--- config.mk ---
export PLATFORM = sky130hd
export DESIGN_NAME = dpram_arbiter
export DESIGN_NICKNAME = d
export VERILOG_FILES = /design/src/rtl/dpram_arbiter_pkg.sv /design/src/rtl/dpram_arbiter_rr_arb2.sv /design/src/rtl/dpram_arbiter.sv
export SDC_FILE = /design/constraint.sdc
export NUM_CORES = 1
export LEC_CHECK = 0
export BUFFER_PORTS_ARGS = -buffer_cell sky130_fd_sc_hd__clkbuf_2
export CORE_AREA = 2 2 116 118
export CTS_CLUSTER_DIAMETER = 80
export CTS_CLUSTER_SIZE = 12
export DETAILED_ROUTE_END_ITERATION = 8
export DIE_AREA = 0 0 118 120
export PLACE_DENSITY = 0.66
export SETUP_SLACK_MARGIN = 0.4
export SLEW_MARGIN = 25
export SYNTH_ARGS = -nofsm -noshare
export SYNTH_HDL_FRONTEND = slang
export SYNTH_SLANG_ARGS = --single-unit
--- constraint.sdc ---
create_clock -name clk_i -period 2.4 [get_ports clk_i]
set_input_delay 0.24 -clock clk_i [delete_from_list [all_inputs] [get_ports clk_i]]
set_output_delay 0.24 -clock clk_i [all_outputs]
set_load 0.02 [all_outputs]
--- src/rtl/dpram_arbiter_pkg.sv ---
// Shared definitions for the dual-port RAM data-port arbiter: master ids,
// lock FSM encoding and default bus widths.
package dpram_arbiter_pkg;

  localparam int ADDR_WIDTH_DEF = 32;
  localparam int DATA_WIDTH_DEF = 32;

  // Master identifiers, also the encoding of the last-winner register.
  localparam logic MASTER_M0 = 1'b0;
  localparam logic MASTER_M1 = 1'b1;

  // ARB: plain round-robin. LOCK: M1 holds the port for a locked burst.
  typedef enum logic {
    ARB  = 1'b0,
    LOCK = 1'b1
  } arb_state_e;

endpackage : dpram_arbiter_pkg

--- src/rtl/dpram_arbiter_rr_arb2.sv ---
// Two-way round-robin picker. With both requesting, the master that did not
// win last time gets the grant; a lone requester always wins.
module rr_arb2 (
  input  logic [1:0] req_i,
  input  logic       last_i,
  output logic [1:0] gnt_o
);

  // Pick a winner from the request vector and the previous winner.
  always_comb begin
    // NOTE: every output of a combinational block is assigned a default
    // before any branch so no path can leave it unassigned and infer a latch.
    gnt_o = 2'b00;
    if (req_i == 2'b11) begin
      gnt_o = last_i ? 2'b01 : 2'b10;
    end else begin
      gnt_o = req_i;
    end
  end

endmodule : rr_arb2

--- src/rtl/dpram_arbiter.sv ---
// Data-port arbiter for the dual-port RAM: M0 (CPU LSU) and M1 (debug /
// loader DMA) share one port. Round-robin per cycle, with M1 allowed to hold
// a locked burst that is forcibly broken after MAX_LOCK beats if M0 waits.
// Grants are combinational; read data comes back registered one cycle later.
module dpram_arbiter
  import dpram_arbiter_pkg::*;
#(
  parameter int ADDR_WIDTH = ADDR_WIDTH_DEF,
  parameter int DATA_WIDTH = DATA_WIDTH_DEF,
  parameter int MAX_LOCK   = 8,
  parameter int LOCK_CNT_W = 4
) (
  input  logic                  clk_i,
  input  logic                  rst_ni,

  input  logic                  m0_req_i,
  input  logic                  m0_we_i,
  input  logic [ADDR_WIDTH-1:0] m0_addr_i,
  input  logic [DATA_WIDTH-1:0] m0_wdata_i,
  output logic                  m0_gnt_o,
  output logic                  m0_rvalid_o,
  output logic [DATA_WIDTH-1:0] m0_rdata_o,

  input  logic                  m1_req_i,
  input  logic                  m1_we_i,
  input  logic                  m1_lock_i,
  input  logic [ADDR_WIDTH-1:0] m1_addr_i,
  input  logic [DATA_WIDTH-1:0] m1_wdata_i,
  output logic                  m1_gnt_o,
  output logic                  m1_rvalid_o,
  output logic [DATA_WIDTH-1:0] m1_rdata_o,

  output logic [ADDR_WIDTH-1:0] mem_addr_o,
  output logic                  mem_we_o,
  output logic [DATA_WIDTH-1:0] mem_wdata_o,
  input  logic [DATA_WIDTH-1:0] mem_rdata_i,

  output logic                  busy_o
);

  localparam logic [LOCK_CNT_W-1:0] MAX_LOCK_C = LOCK_CNT_W'(MAX_LOCK);
  localparam logic [LOCK_CNT_W-1:0] ONE_C      = LOCK_CNT_W'(1);

  arb_state_e            state_q, state_d;
  logic                  last_winner_q, last_winner_d;
  logic [LOCK_CNT_W-1:0] lock_cnt_q, lock_cnt_d;

  logic                  m0_rvalid_q, m1_rvalid_q;
  logic [DATA_WIDTH-1:0] m0_rdata_q, m1_rdata_q;

  logic [1:0]            rr_gnt;
  logic                  m0_win, m1_win;
  logic                  lock_hold;
  logic                  m0_rd, m1_rd;

  rr_arb2 u_rr_arb2 (
    .req_i  ({m1_req_i, m0_req_i}),
    .last_i (last_winner_q),
    .gnt_o  (rr_gnt)
  );

  // M1 keeps asking for the port as part of a locked burst.
  assign lock_hold = m1_req_i & m1_lock_i;

  // Choose this cycle's winner. In LOCK, M1 keeps the port until it lets go
  // or until the beat cap is hit while M0 waits; otherwise round-robin.
  always_comb begin
    m0_win = 1'b0;
    m1_win = 1'b0;
    if (rst_ni) begin
      if (state_q == LOCK && lock_hold) begin
        if (lock_cnt_q < MAX_LOCK_C || !m0_req_i) begin
          m1_win = 1'b1;
        end else begin
          m0_win = 1'b1;
        end
      end else begin
        m0_win = rr_gnt[MASTER_M0];
        m1_win = rr_gnt[MASTER_M1];
      end
    end
  end

  // Next-state for the lock FSM, beat counter and round-robin pointer.
  always_comb begin
    state_d       = ARB;
    lock_cnt_d    = '0;
    last_winner_d = last_winner_q;
    if (m0_win) last_winner_d = MASTER_M0;
    if (m1_win) last_winner_d = MASTER_M1;
    if (m1_win && m1_lock_i) begin
      state_d = LOCK;
      if (state_q == LOCK) begin
        lock_cnt_d = (lock_cnt_q == MAX_LOCK_C) ? lock_cnt_q : lock_cnt_q + ONE_C;
      end else begin
        lock_cnt_d = ONE_C;
      end
    end
  end

  // Lock FSM state register; reset aborts any lock and favours M0 first.
  always_ff @(posedge clk_i) begin
    // NOTE: clocked state uses non-blocking assignments so every register
    // samples pre-edge values regardless of block evaluation order.
    if (!rst_ni) begin
      state_q       <= ARB;
      last_winner_q <= MASTER_M1;
      lock_cnt_q    <= '0;
    end else begin
      state_q       <= state_d;
      last_winner_q <= last_winner_d;
      lock_cnt_q    <= lock_cnt_d;
    end
  end

  assign m0_rd = m0_win & ~m0_we_i;
  assign m1_rd = m1_win & ~m1_we_i;

  // Capture read data for the granted reader; rdata holds between reads.
  always_ff @(posedge clk_i) begin
    if (!rst_ni) begin
      m0_rvalid_q <= 1'b0;
      m1_rvalid_q <= 1'b0;
      m0_rdata_q  <= '0;
      m1_rdata_q  <= '0;
    end else begin
      m0_rvalid_q <= m0_rd;
      m1_rvalid_q <= m1_rd;
      if (m0_rd) m0_rdata_q <= mem_rdata_i;
      if (m1_rd) m1_rdata_q <= mem_rdata_i;
    end
  end

  // Steer the RAM port from the winner; an idle port is driven to zero.
  always_comb begin
    mem_addr_o  = '0;
    mem_we_o    = 1'b0;
    mem_wdata_o = '0;
    if (m0_win) begin
      mem_addr_o  = m0_addr_i;
      mem_we_o    = m0_we_i;
      mem_wdata_o = m0_wdata_i;
    end else if (m1_win) begin
      mem_addr_o  = m1_addr_i;
      mem_we_o    = m1_we_i;
      mem_wdata_o = m1_wdata_i;
    end
  end

  assign m0_gnt_o    = m0_win;
  assign m1_gnt_o    = m1_win;
  assign m0_rvalid_o = m0_rvalid_q;
  assign m1_rvalid_o = m1_rvalid_q;
  assign m0_rdata_o  = m0_rdata_q;
  assign m1_rdata_o  = m1_rdata_q;
  assign busy_o      = (state_q == LOCK);

endmodule : dpram_arbiter

==> metrics.md <==
| Metric | Value |
|---|---|
| Outcome | `finished clean` |
| Area leader, netlist | `dfxtp_1` |
| Post-synthesis instance total | `between 500 and 600` |
| Yosys cell types | `27` |
| Via count | `4,850` |
| HP Class | `input port to flop` |
| Rows | `42` |
| # IOs | `301` |
| Vias in the first global route | `4,338` |
| Clock slew at reported path FFs | `roughly 0.06 ns` |
| Area contributors post-synth | `dfxtp_1 38%, nand2_1 22%, mux2i_1 17%` |
| Relative slew slack | `63.5%` |
| GRT overflow | `0` |
| Pre-CTS WS | `0.436 ns` |
| Layout cell share with drive strength beyond 1 | `50.4%` |
| Largest net degree at the start of global routing | `72` |
| CTS sink cnt | `72` |
| Via density | `between 4 and 5` |
| Port Buf Inserts | `300` |
| Final setup vio count | `0` |
| Worst path required time | `2.16 ns` |
| GR Util met1 | `28.0%` |
| PnR worst setup slack | `between 0.2 and 0.3 ns` |
| Startpoint Class | `flop` |
| First-pass GRT wire length | `23,600 um` |
| Crit-path max cell delay | `roughly 0.39 ns` |
| Final WL | `17,100 um` |
| Worst Clk Skew | `0.00746 ns` |
| Clk_lat worst skew | `0.33 ns` |
| HP Start | `m1_we_i` |
| Syn. warnings | `0` |
| Syn Area/Cell | `approximately 7.5 um2` |
| Number of buffers created by CTS | `9` |
| Synth top area share | `37.8%` |
| Syn Nets | `slightly below 700` |
| Fin crit share | `88.1%` |
| RePlAce Congestion | `0.908` |
| Seq/Total Area, Yosys | `~38%` |
| M2 GR Usage | `around a third` |
| Die Y | `120 um` |
| Setup CP Type | `flop to output port` |
| RSZ-0062 raised after global routing | `yes` |
| Crit path from | `busy_o` |
| Met3 Usage GRT | `5.09%` |
| Syn Std Cell Area | `3810 um2` |
| Post-DP HPWL | `11,000 um` |
| Max Clock Freq | `473 MHz` |
| Tot Pwr | `0.00384 W` |
| Min cycle time layout | `2.11 ns` |
| Initial DRC Count | `312` |
| Setup_tns | `0 ns` |
| Synthesis-stage register bit count | `72` |
| Measured slew at the worst slew-check pin | `0.548 ns` |
| CTS Hold Bufs | `0` |
| Clock Path Buffers | `2` |
| Hold violation count in the final report | `0` |
| N_diodes | `0` |
| IR drop worst, VDD | `0.295 mV` |
| Worst Path Max Fanout | `6` |
| Area delta synth->final | `88.7%` |
| Core area | `between 10,000 and 15,000 um2` |
| GRT Overall Usage | `21.3%` |
| PwrDens | `534 nW/um2` |
| Crit Reg-Reg Startpoint | `busy_o` |
| Leakage | `3.54 nW` |
| Worst hold slack | `0.117 ns` |
| CTS tree | `built` |
| Initial antenna violation count | `0` |
| Final Max Slew Viols | `0` |
| DRT Pass-1 Iters | `4` |
| Die outline width | `118 um` |
| Setup crit end kind | `output port` |
| GRT busiest layer | `met2` |
| CP arrival | `about 1.9 ns` |
| H-tree levels | `3` |
| Drt wl/cell | `17.0 um` |
| Fin nets | `993` |
| Slowest CP cell | `dfxtp_4` |
| Post-DRT Antenna Nets | `0` |
| Initial Utilization | `roughly 29%` |
| # Max-Cap Violations | `0` |
| Die footprint | `about 14,000 um2` |
| Crit path cell chain | `and2_4 > o211ai_1 > buf_4 > clkbuf_16 > buf_16 > o22ai_2 > buf_6` |
| DRC | `0` |
| Root Driver | `clkbuf_16` |
| Util after Layout | `55.5%` |
| Fill cell total of the finished layout | `1,196` |
[worst paths after layout]
check                                 endpoint  slack [ns]  cells after the start
worst min register to register  m0_rdata_o[21]        0.45                      2
worst max-delay path            mem_wdata_o[0]        0.29                      7
worst max register to register  m1_rdata_o[10]        0.78                      7
worst min-delay path               m1_rvalid_o        0.12                      2
[repair_timing]
item                       in CTS  in global routing
hold endpoints to repair        0                  0
resized for setup             129                132
pin swaps                      13                 17
setup endpoints to repair      66                 82
cloned                          7                  6
buffers inserted               11                 16
[placed cells by master, fill, tap and decap left out, types with 5 or more instances in the layout]
cell         n
clkbuf_2   234
inv_1        6
clkbuf_16   13
dfxtp_1     69
o22ai_2     13
buf_16       5
buf_12       8
o22ai_4     29
nand2_1    227
mux2i_1     65
clkbuf_8     8
buf_4       51
o22ai_1     22
buf_8       11
buf_6       27
nor2_1       6
[report_power, final]
group / total [W] / internal, W / switching [W]
Clock: 0.00134 / 0.000831 / 0.000507
Sequential: 0.00128 / 0.00125 / 0.0000295
Combinational: 0.00122 / 0.000562 / 0.000661
[sequential cells by signal, indices dropped and copies added, names as in the netlist]
| register | flops |
|---|---|
| last_winner_q | 1 |
| lock_cnt_q | 4 |
| m0_rdata_o | 32 |
| m0_rvalid_o | 1 |
| busy_o | 1 |
| m1_rdata_o | 32 |
| m1_rvalid_o | 1 |
[per-layer routing]
| metal | share of wire (%) | up-vias |
|---|---|---|
| li1 | - | 2356 |
| met1 | 41 | 2196 |
| met2 | 48 | 259 |
| met3 | 8.4 | 39 |
| met4 | 2.9 | 0 |
| met5 | 0 | - |
[kinds of logic (layout without fill, tap and decap cells)]
| family | Yosys count | in the layout | synth area share (%) |
|---|---|---|---|
| AOI/OAI and AO/OA | 73 | 74 | 13.2 |
| muxes | 65 | 65 | 17.1 |
| xor gates and xnor gates | 3 | 3 | 0.689 |
| DFF | 72 | 72 | 37.8 |
| buffers and inverters | 52 | 371 | 6.36 |
| adders and majority gates | 2 | 2 | 0.656 |
| and+or+nand+nor | 242 | 242 | 24.2 |
[cell type report]
cell class	instances	area (um2)	area share, %
Multi-Input combinational cell	386	2680	37.2
Timing Repair Buffer	349	2530	35.2
Sequential cell	72	1450	20.1
Clock buffer	11	243	3.37
Tap cell	176	220	3.06
Clock inverter	5	56.3	0.782
Inverter	6	22.5	0.313
[cell usage after synthesis]
cell type	instances
ha_1	2
and2_1	1
a31oi_1	1
a211oi_1	1
buf_2	11
o22ai_1	64
nand2_1	228
inv_1	6
nand4_1	2
xor2_1	2
nor2_1	6
nand3b_1	1
o211ai_1	2
mux2i_1	65
nand3_1	2
dfxtp_1	72
xnor2_1	1
a311oi_4	1
buf_4	3
clkbuf_1	28
a31o_2	1
nor3_1	2
a21bo_4	1
buf_1	1
o32ai_1	1
buf_6	3
o2111ai_2	1
[through the flow]
stage / instances / cell area, um2
final: 1005 / 7200
after global routing: 1005 / 7200
after CTS: 983 / 6540
after detailed placement: 949 / 5470
after global placement: 949 / 5470
after floorplan: 509 / 3810
[worst max-delay path, delay by kind of cell, from the launching register on]
family / cells / cell delay, ns
buf+inv: 4 / 0.66
flops: 1 / 0.39
compound gates: 2 / 0.33
simple gates: 1 / 0.15
Note: power is estimated with default switching activity, not from simulation.
